[config.mk]
export PLATFORM = sky130hd
export DESIGN_NAME = bin2bcd_seq
export DESIGN_NICKNAME = d
export VERILOG_FILES = /design/src/rtl/bin2bcd_pkg.sv /design/src/rtl/bcd_digit_adj.sv /design/src/rtl/bin2bcd_seq.sv
export SDC_FILE = /design/constraint.sdc
export NUM_CORES = 1
export LEC_CHECK = 0
export CORE_ASPECT_RATIO = 0.75
export CORE_MARGIN = 2
export CORE_UTILIZATION = 57
export DETAILED_ROUTE_END_ITERATION = 8
export GPL_ROUTABILITY_DRIVEN = 0
export PLACE_DENSITY = 0.83
export SETUP_SLACK_MARGIN = 0.02
export SKIP_LAST_GASP = 1
export SYNTH_ARGS = -nofsm -noshare
export SYNTH_HDL_FRONTEND = slang
export SYNTH_SLANG_ARGS = --single-unit
[constraint.sdc]
create_clock -name clk -period 2.6 [get_ports clk]
set_clock_uncertainty 0.2 [all_clocks]
set_input_delay 0.52 -clock clk [delete_from_list [all_inputs] [get_ports clk]]
set_output_delay 0.52 -clock clk [all_outputs]
set_load 0.05 [all_outputs]
[src/rtl/bin2bcd_pkg.sv]
// Shared types and constants for the sequential binary-to-BCD converter.
package bin2bcd_pkg;

   typedef enum logic {IDLE, SHIFT} state_t;

   localparam int DIGIT_W    = 4;
   localparam int ADJ_THRESH = 5;
   localparam int ADJ_ADD    = 3;
   localparam logic [3:0] BLANK_CODE = 4'hF;

   // Decimal digits needed for 2^width-1, i.e. ceil(width*log10(2)).
   function automatic int min_digits(input int width);
      return (width * 30103 + 99999) / 100000;
   endfunction

endpackage

[src/rtl/bcd_digit_adj.sv]
// Double-dabble digit correction: adds 3 to a BCD digit of 5 or more (4-bit wrap).
module bcd_digit_adj
   import bin2bcd_pkg::*;
(
   input  logic [DIGIT_W-1:0] d,
   output logic [DIGIT_W-1:0] q
);

   assign q = (d >= DIGIT_W'(ADJ_THRESH)) ? d + DIGIT_W'(ADJ_ADD) : d;

endmodule

[src/rtl/bin2bcd_seq.sv]
// Sequential double-dabble converter, one bit per clock; BIN2BCD_BLANK_EN blanks leading zeros.
// Result WIDTH+1 cycles after an accepted start; start is ignored while busy (no queueing).
module bin2bcd_seq
   import bin2bcd_pkg::*;
#(
   parameter int WIDTH  = 8,
   parameter int DIGITS = 3
)
(
   input  logic                  clk,
   input  logic                  reset,
   input  logic                  start,
   input  logic [WIDTH-1:0]      bin,
   output logic                  ready,
   output logic                  busy,
   output logic                  done,
   output logic [4*DIGITS-1:0]   bcd,
   output logic                  ovf
);

   localparam int CNT_W = $clog2(WIDTH + 1);
   localparam int BCD_W = DIGIT_W * DIGITS;
   localparam bit OVF_POSSIBLE = (DIGITS < min_digits(WIDTH));

   state_t             state;
   logic [WIDTH-1:0]   bin_sh;
   logic [BCD_W-1:0]   digits;
   logic [BCD_W-1:0]   adj;
   logic [BCD_W-1:0]   nxt_digits;
   logic [BCD_W-1:0]   res_digits;
   logic [CNT_W-1:0]   cnt;
   logic               ovf_acc;
   logic               shout;

   for (genvar i = 0; i < DIGITS; i++) begin : g_adj
      bcd_digit_adj u_adj (
         .d(digits[DIGIT_W*i +: DIGIT_W]),
         .q(adj[DIGIT_W*i +: DIGIT_W])
      );
   end

   // The adjusted top digit's MSB falls off the register: that is a lost 10^DIGITS.
   assign shout      = adj[BCD_W-1];
   assign nxt_digits = {adj[BCD_W-2:0], bin_sh[WIDTH-1]};

`ifdef BIN2BCD_BLANK_EN
   logic lead;
   always_comb begin
      res_digits = nxt_digits;
      lead       = 1'b1;
      for (int i = DIGITS - 1; i >= 1; i--) begin
         if (lead && nxt_digits[DIGIT_W*i +: DIGIT_W] == '0)
            res_digits[DIGIT_W*i +: DIGIT_W] = BLANK_CODE;
         else
            lead = 1'b0;
      end
   end
`else
   assign res_digits = nxt_digits;
`endif

   always_ff @(posedge clk or posedge reset) begin
      if (reset) begin
         state   <= IDLE;
         ready   <= 1'b1;
         busy    <= 1'b0;
         done    <= 1'b0;
         bcd     <= '0;
         ovf     <= 1'b0;
         bin_sh  <= '0;
         digits  <= '0;
         cnt     <= '0;
         ovf_acc <= 1'b0;
      end else begin
         done <= 1'b0;
         case (state)
            IDLE: begin
               if (start) begin
                  bin_sh  <= bin;
                  digits  <= '0;
                  cnt     <= '0;
                  ovf_acc <= 1'b0;
                  state   <= SHIFT;
                  ready   <= 1'b0;
                  busy    <= 1'b1;
               end
            end
            SHIFT: begin
               digits  <= nxt_digits;
               bin_sh  <= bin_sh << 1;
               ovf_acc <= ovf_acc | shout;
               cnt     <= cnt + CNT_W'(1);
               if (cnt == CNT_W'(WIDTH - 1)) begin
                  bcd   <= res_digits;
                  ovf   <= OVF_POSSIBLE && (ovf_acc || shout);
                  done  <= 1'b1;
                  state <= IDLE;
                  ready <= 1'b1;
                  busy  <= 1'b0;
               end
            end
            default: state <= IDLE;
         endcase
      end
   end

endmodule
**Yosys cells after proc, flatten, opt, wreduce, memory -nomap -nowiden**

Cells that the tools add are included.

- Multiplexer cells: 20
- Equality and inequality tests: 3
- Bitwise operators: 1
- Reductions and logical operators: 2
- Magnitude comparators: 3
- $add $sub $neg: 4

Operators by type and width:

| kind | count |
|---|---|
| case mux 12 bit (2 select lines) | 1 |
| case mux 8 bit (2 select lines) | 1 |
| >= comparator 4 x 3 -> 1 bit, second input constant | 3 |
| 2-to-1 mux 12 bit | 1 |
| 2-to-1 mux 4 bit | 3 |
| adder 4 x 2 -> 4 bit, second input constant | 2 |
| 2-to-1 mux 1 bit | 8 |
| 2-to-1 mux 8 bit | 1 |
| case mux 4 bit (2 select lines) | 1 |
| case mux 1 bit (2 select lines) | 3 |
| adder 4 x 1 -> 4 bit, second input constant | 1 |
| == test 4 x 3 -> 1 bit, second input constant | 1 |
| AND reduction 2 bit | 2 |
| adder 3 x 2 -> 3 bit, second input constant | 1 |
| 2-to-1 mux 3 bit | 1 |
| != test 2 x 1 -> 1 bit, second input constant | 1 |
| != test 2 bit, second input constant | 1 |
| NOT 1 bit | 1 |

- Word-level logic and storage cells: 41
- Input bits: 11
- Register bits after elaboration: 40
- Output and inout bits: 16

**Logic depth before layout (Yosys ltp)**

- Word-level depth: 3
- Depth in mapped cells: 6
- Mapped depth without buffers: 6

**Modules after synthesis**

Synthesis repeated with hierarchy kept, for this count alone.

- Cells, all modules: 189
- Area total of the unflattened synthesis: 1989.4 um^2

By module, submodules not included:

| module | cells an instance | instances | sequential area each (um^2) | area each (um^2) |
|---|---|---|---|---|
| bin2bcd_seq | 141 | 1 | 1002.2 | 1685.4 |
| bcd_digit_adj | 16 | 3 | 0.0 | 101.3 |

**Least setup slack after synthesis**

Ideal clock, no wire load.

- Path type: reg2reg
- From: register digits[8]
- To: register bcd[10]
- Library setup time: 83 ps
- Path buffers: 0
- Data required time: 2317 ps
- Cell stages (with the launch flop): 6
- Data arrival time: 1363 ps
- Path slack: 954 ps
- Path through: dfrtp_1 -> ha_1 -> nand2b_1 -> a21oi_1 -> mux2_2 -> o21ai_0

- Word-level cells in the longest chain between the ends: 2

Ends and longest elaborated chain:

| what | line | RTL |
|---|---|---|
| start, declared | bin2bcd_seq.sv:27 | `logic [BCD_W-1:0] digits;` |
| start signal, assigned | bin2bcd_seq.sv:89 | `digits <= nxt_digits;` |
| >= comparator 4 x 3 -> 1 bit / adder 3 x 2 -> 3 bit (equally long branches) | bcd_digit_adj.sv:9 | `assign q = (d >= DIGIT_W'(ADJ_THRESH)) ? d + DIGIT_W'(ADJ_ADD) : d;` |
| 2-to-1 mux 3 bit * | bcd_digit_adj.sv:9 |  |
| end signal, assigned | bin2bcd_seq.sv:94 | `bcd <= res_digits;` |
| end, declared | bin2bcd_seq.sv:17 | `output logic [4*DIGITS-1:0] bcd,` |

Mark *: on every way between the ends. The rest lies on a longest branch, timed or not.
A chain may end at the register's enable or synchronous reset.

**Worst setup path in the final report**

- From: register ready
- To: output ready

RTL lines:

| what | line | RTL |
|---|---|---|
| start, declared | bin2bcd_seq.sv:14 | `output logic ready,` |
| start signal, assigned | bin2bcd_seq.sv:65 | `ready <= 1'b1;` |
| start signal, assigned | bin2bcd_seq.sv:84 | `ready <= 1'b0;` |
| start signal, assigned | bin2bcd_seq.sv:98 | `ready <= 1'b1;` |

No word-level cell between the ends.

==> flow_metrics.py <==
metrics = {
    "drt": {
        "first_pass_iters": 4,
        "ant_nets": 0,
        "via_count": 1372,
        "drc": 0,
        "drt_iter0_markers": 56,
        "wirelength_um": 3750,
        "via_per_inst": 5.49,
        "wl_per_cell_um": 15.0,
    },
    "worst_setup_path": {
        "r2r_slack_ns": 0.73,
        "path_class": "flip-flop to output port",
        "crit_buf_inv": 1,
        "worstPathArrival_ns": 1.61,
        "critPathSlowestCell": "clkdlybuf4s50_1",
        "worstPathCellList": "clkdlybuf4s50_1",
        "worst_path_dominant_cell_family": "buffers and inverters",
        "crit_path_start_kind": "flip-flop",
        "crit_fanout": 2,
        "cp-end-kind": "output port",
        "max_stage_delay_ns": 0.79,
        "crit_required_ns": 1.88,
    },
    "sta": {
        "post-route-min-period_ns": 2.33,
        "hold_viol": 0,
        "tns_ns": 0,
        "slew_viol_final": 0,
        "worstMarginPinSlew_ns": 0.513,
        "grt_setup_unrepaired": "false",
        "setup_viol": 0,
        "final.period_utilization_pct": 89.6,
        "clock.fmax_mhz": 429,
        "timing.slew.headroom_pct": 65.7,
    },
    "cells_and_area": {
        "final_cell_mix": "dfrtp_1 (39), nand2_1 (27), clkdlybuf4s50_1 (25)",
        "final_common_cell": "dfrtp_1",
        "area_growth_pct": 20.4,
        "num_antenna_cells": 0,
        "fin_util_pct": 70.2,
        "drive_gt1_share_pct": 11.0,
        "layout.nets": 227,
    },
    "clocking": {
        "cts.repair.resized": 0,
        "cts_tree": "yes",
        "cts_buffer_depth": 2,
        "cts.reportedPaths.clkPinSlew_ns": 0.07,
        "cts_setup_buffers": 0,
        "numCtsBuffers": 5,
        "clock_latency_ns": 0.29,
        "cts_sinks": 40,
        "clock-root-buffer": "clkbuf_8",
        "hold_buffers": 0,
        "h-tree-depth": 2,
    },
    "floorplanning": {
        "fp-row-count": 18,
        "dieArea_mm2": 0.00377,
        "initial_utilization_pct": 58.3,
        "die_w_um": 70.3,
        "fp.coreArea_mm2": 0.00322,
        "die_h_um": 53.7,
        "io_pins": 27,
    },
    "power_and_ir_drop": {
        "ir_worst_vdd_mv": 0.958,
        "power_density_mw_per_mm2": 1420,
        "power.leakage_nw": 1.07,
    },
    "synth": {
        "synthArstFlopShare_pct": 100,
        "yosysUniqueCellTypes": 32,
        "syn_nets": 198,
        "synth_cells": 180,
        "syn-cell-area_mm2": 0.00188,
        "synth_edf_count": 0,
        "ys_warn_count": 0,
        "yosys.area.top_type": "dfrtp_1",
        "synth.area.top_cells": "dfrtp_1 (52%), nand2_1 (5.4%), mux2i_1 (5.3%)",
        "postSynthAreaPerCell_um2": 10.4,
        "synth-seq-cells": 40,
        "synthFlopType": "dfrtp_1",
        "seq_area_frac_synth_pct": 53.4,
        "synth_top_area_share_pct": 52.0,
    },
    "global_routing": {
        "busiest_layer": "met2",
        "grt_overflow": 0,
        "use_met2_pct": 39.0,
        "grtUsageMet1_pct": 29.1,
        "use_met3_pct": 5.81,
        "grt_pass1_wl_um": 6490,
        "grt_max_degree": 41,
        "grt_pass1_vias": 1393,
        "grtUsageTotal_pct": 22.9,
        "antenna_found_initial": 0,
    },
    "place": {
        "portBuffers": 25,
        "dpl.hpwl_um": 2640,
    },
    "worst_hold_path": {
        "min_path_type": "flip-flop to flip-flop",
    },
    "job": {
        "cap_violations": 0,
    },
    "run_status": {
        "outcome": "complete, no violations",
    },
}
-- sequential cells by signal (all words and copies together) (netlist names) --
signal / cells
bcd: 12
digits: 12
bin_sh: 8
cnt: 4
busy: 1
done: 1
ready: 1
state: 1
-- per-layer routing --
| layer | up-vias | part of all wire [%] |
|---|---|---|
| met5 | - | 0 |
| met3 | 7 | 3.7 |
| met4 | 0 | 0.96 |
| li1 | 668 | - |
| met1 | 662 | 47 |
| met2 | 35 | 48 |
-- power by group --
part           leakage, nW  switching, mW  total, mW  internal, mW
Combinational        0.525          0.970       1.64         0.670
Clock               0.0455          0.205      0.421         0.216
Sequential           0.502          0.232       1.14         0.910
Total                 1.07           1.41       3.20          1.80
-- cells in the mapped netlist (3+ instances only) --
library cell  number
ha_1               7
buf_2              6
o21ai_0           19
nor2_1             8
nor3b_1            4
mux2i_1           10
dfrtp_1           39
o22ai_1            5
inv_1             11
nand2_1           27
nand2b_1           3
mux2_4             4
a21oi_1            9
xnor2_1            3
a21o_1             4
-- logic make-up after synthesis --
family          count (synthesis)  share of synthesized area (%)
flops                          40                           53.4
xor+xnor                        4                           1.87
fa+ha+maj                       7                           4.67
other cells                     1                          0.200
simple gates                   49                           12.2
compound gates                 44                           13.7
buf+inv                        20                           4.80
mux                            15                           9.13
-- per-stage QoR --
step | hold WS, ns | power (mW) | worst slack [ns] | std cells | cell area, µm²
finish | 0.285 | 3.20 | 0.269 | 250 | 2260
CTS | 0.287 | 3.21 | 0.263 | 250 | 2260
floorplan | 0.252 | 2.33 | 0.954 | 180 | 1880
global route | 0.312 | 3.44 | 0.223 | 250 | 2260
global placement | 0.262 | 2.69 | 0.583 | 242 | 2170
detailed placement | 0.272 | 2.79 | 0.565 | 242 | 2170
-- path summary, 6_finish.rpt --
| path | start | endpoint | depth (start not counted) |
|---|---|---|---|
| setup / recovery | ready$_DFFE_PP1P_ | ready | 1 |
| hold / removal | bcd[4]$_DFFE_PP0P_ | bcd[4]$_DFFE_PP0P_ | 2 |
| setup reg to reg | digits[8]$_DFFE_PP0P_ | digits[10]$_DFFE_PP0P_ | 6 |
| hold reg to reg | bcd[4]$_DFFE_PP0P_ | bcd[4]$_DFFE_PP0P_ | 2 |
| max in group asynchronous | reset | ready$_DFFE_PP1P_ | 3 |
| min in group asynchronous | reset | bin_sh[6]$_DFFE_PP0P_ | 3 |
-- cell type report --
| type | instances | area (µm²) |
|---|---|---|
| sequential | 40 | 1000 |
| fill | 235 | 961 |
| multi-input combinational | 120 | 785 |
| timing repair buffer | 30 | 288 |
| clock buffer | 8 | 90.1 |
| tap | 40 | 50.0 |
| inverter | 12 | 45.0 |
Note: power is estimated with default switching activity, not from simulation.
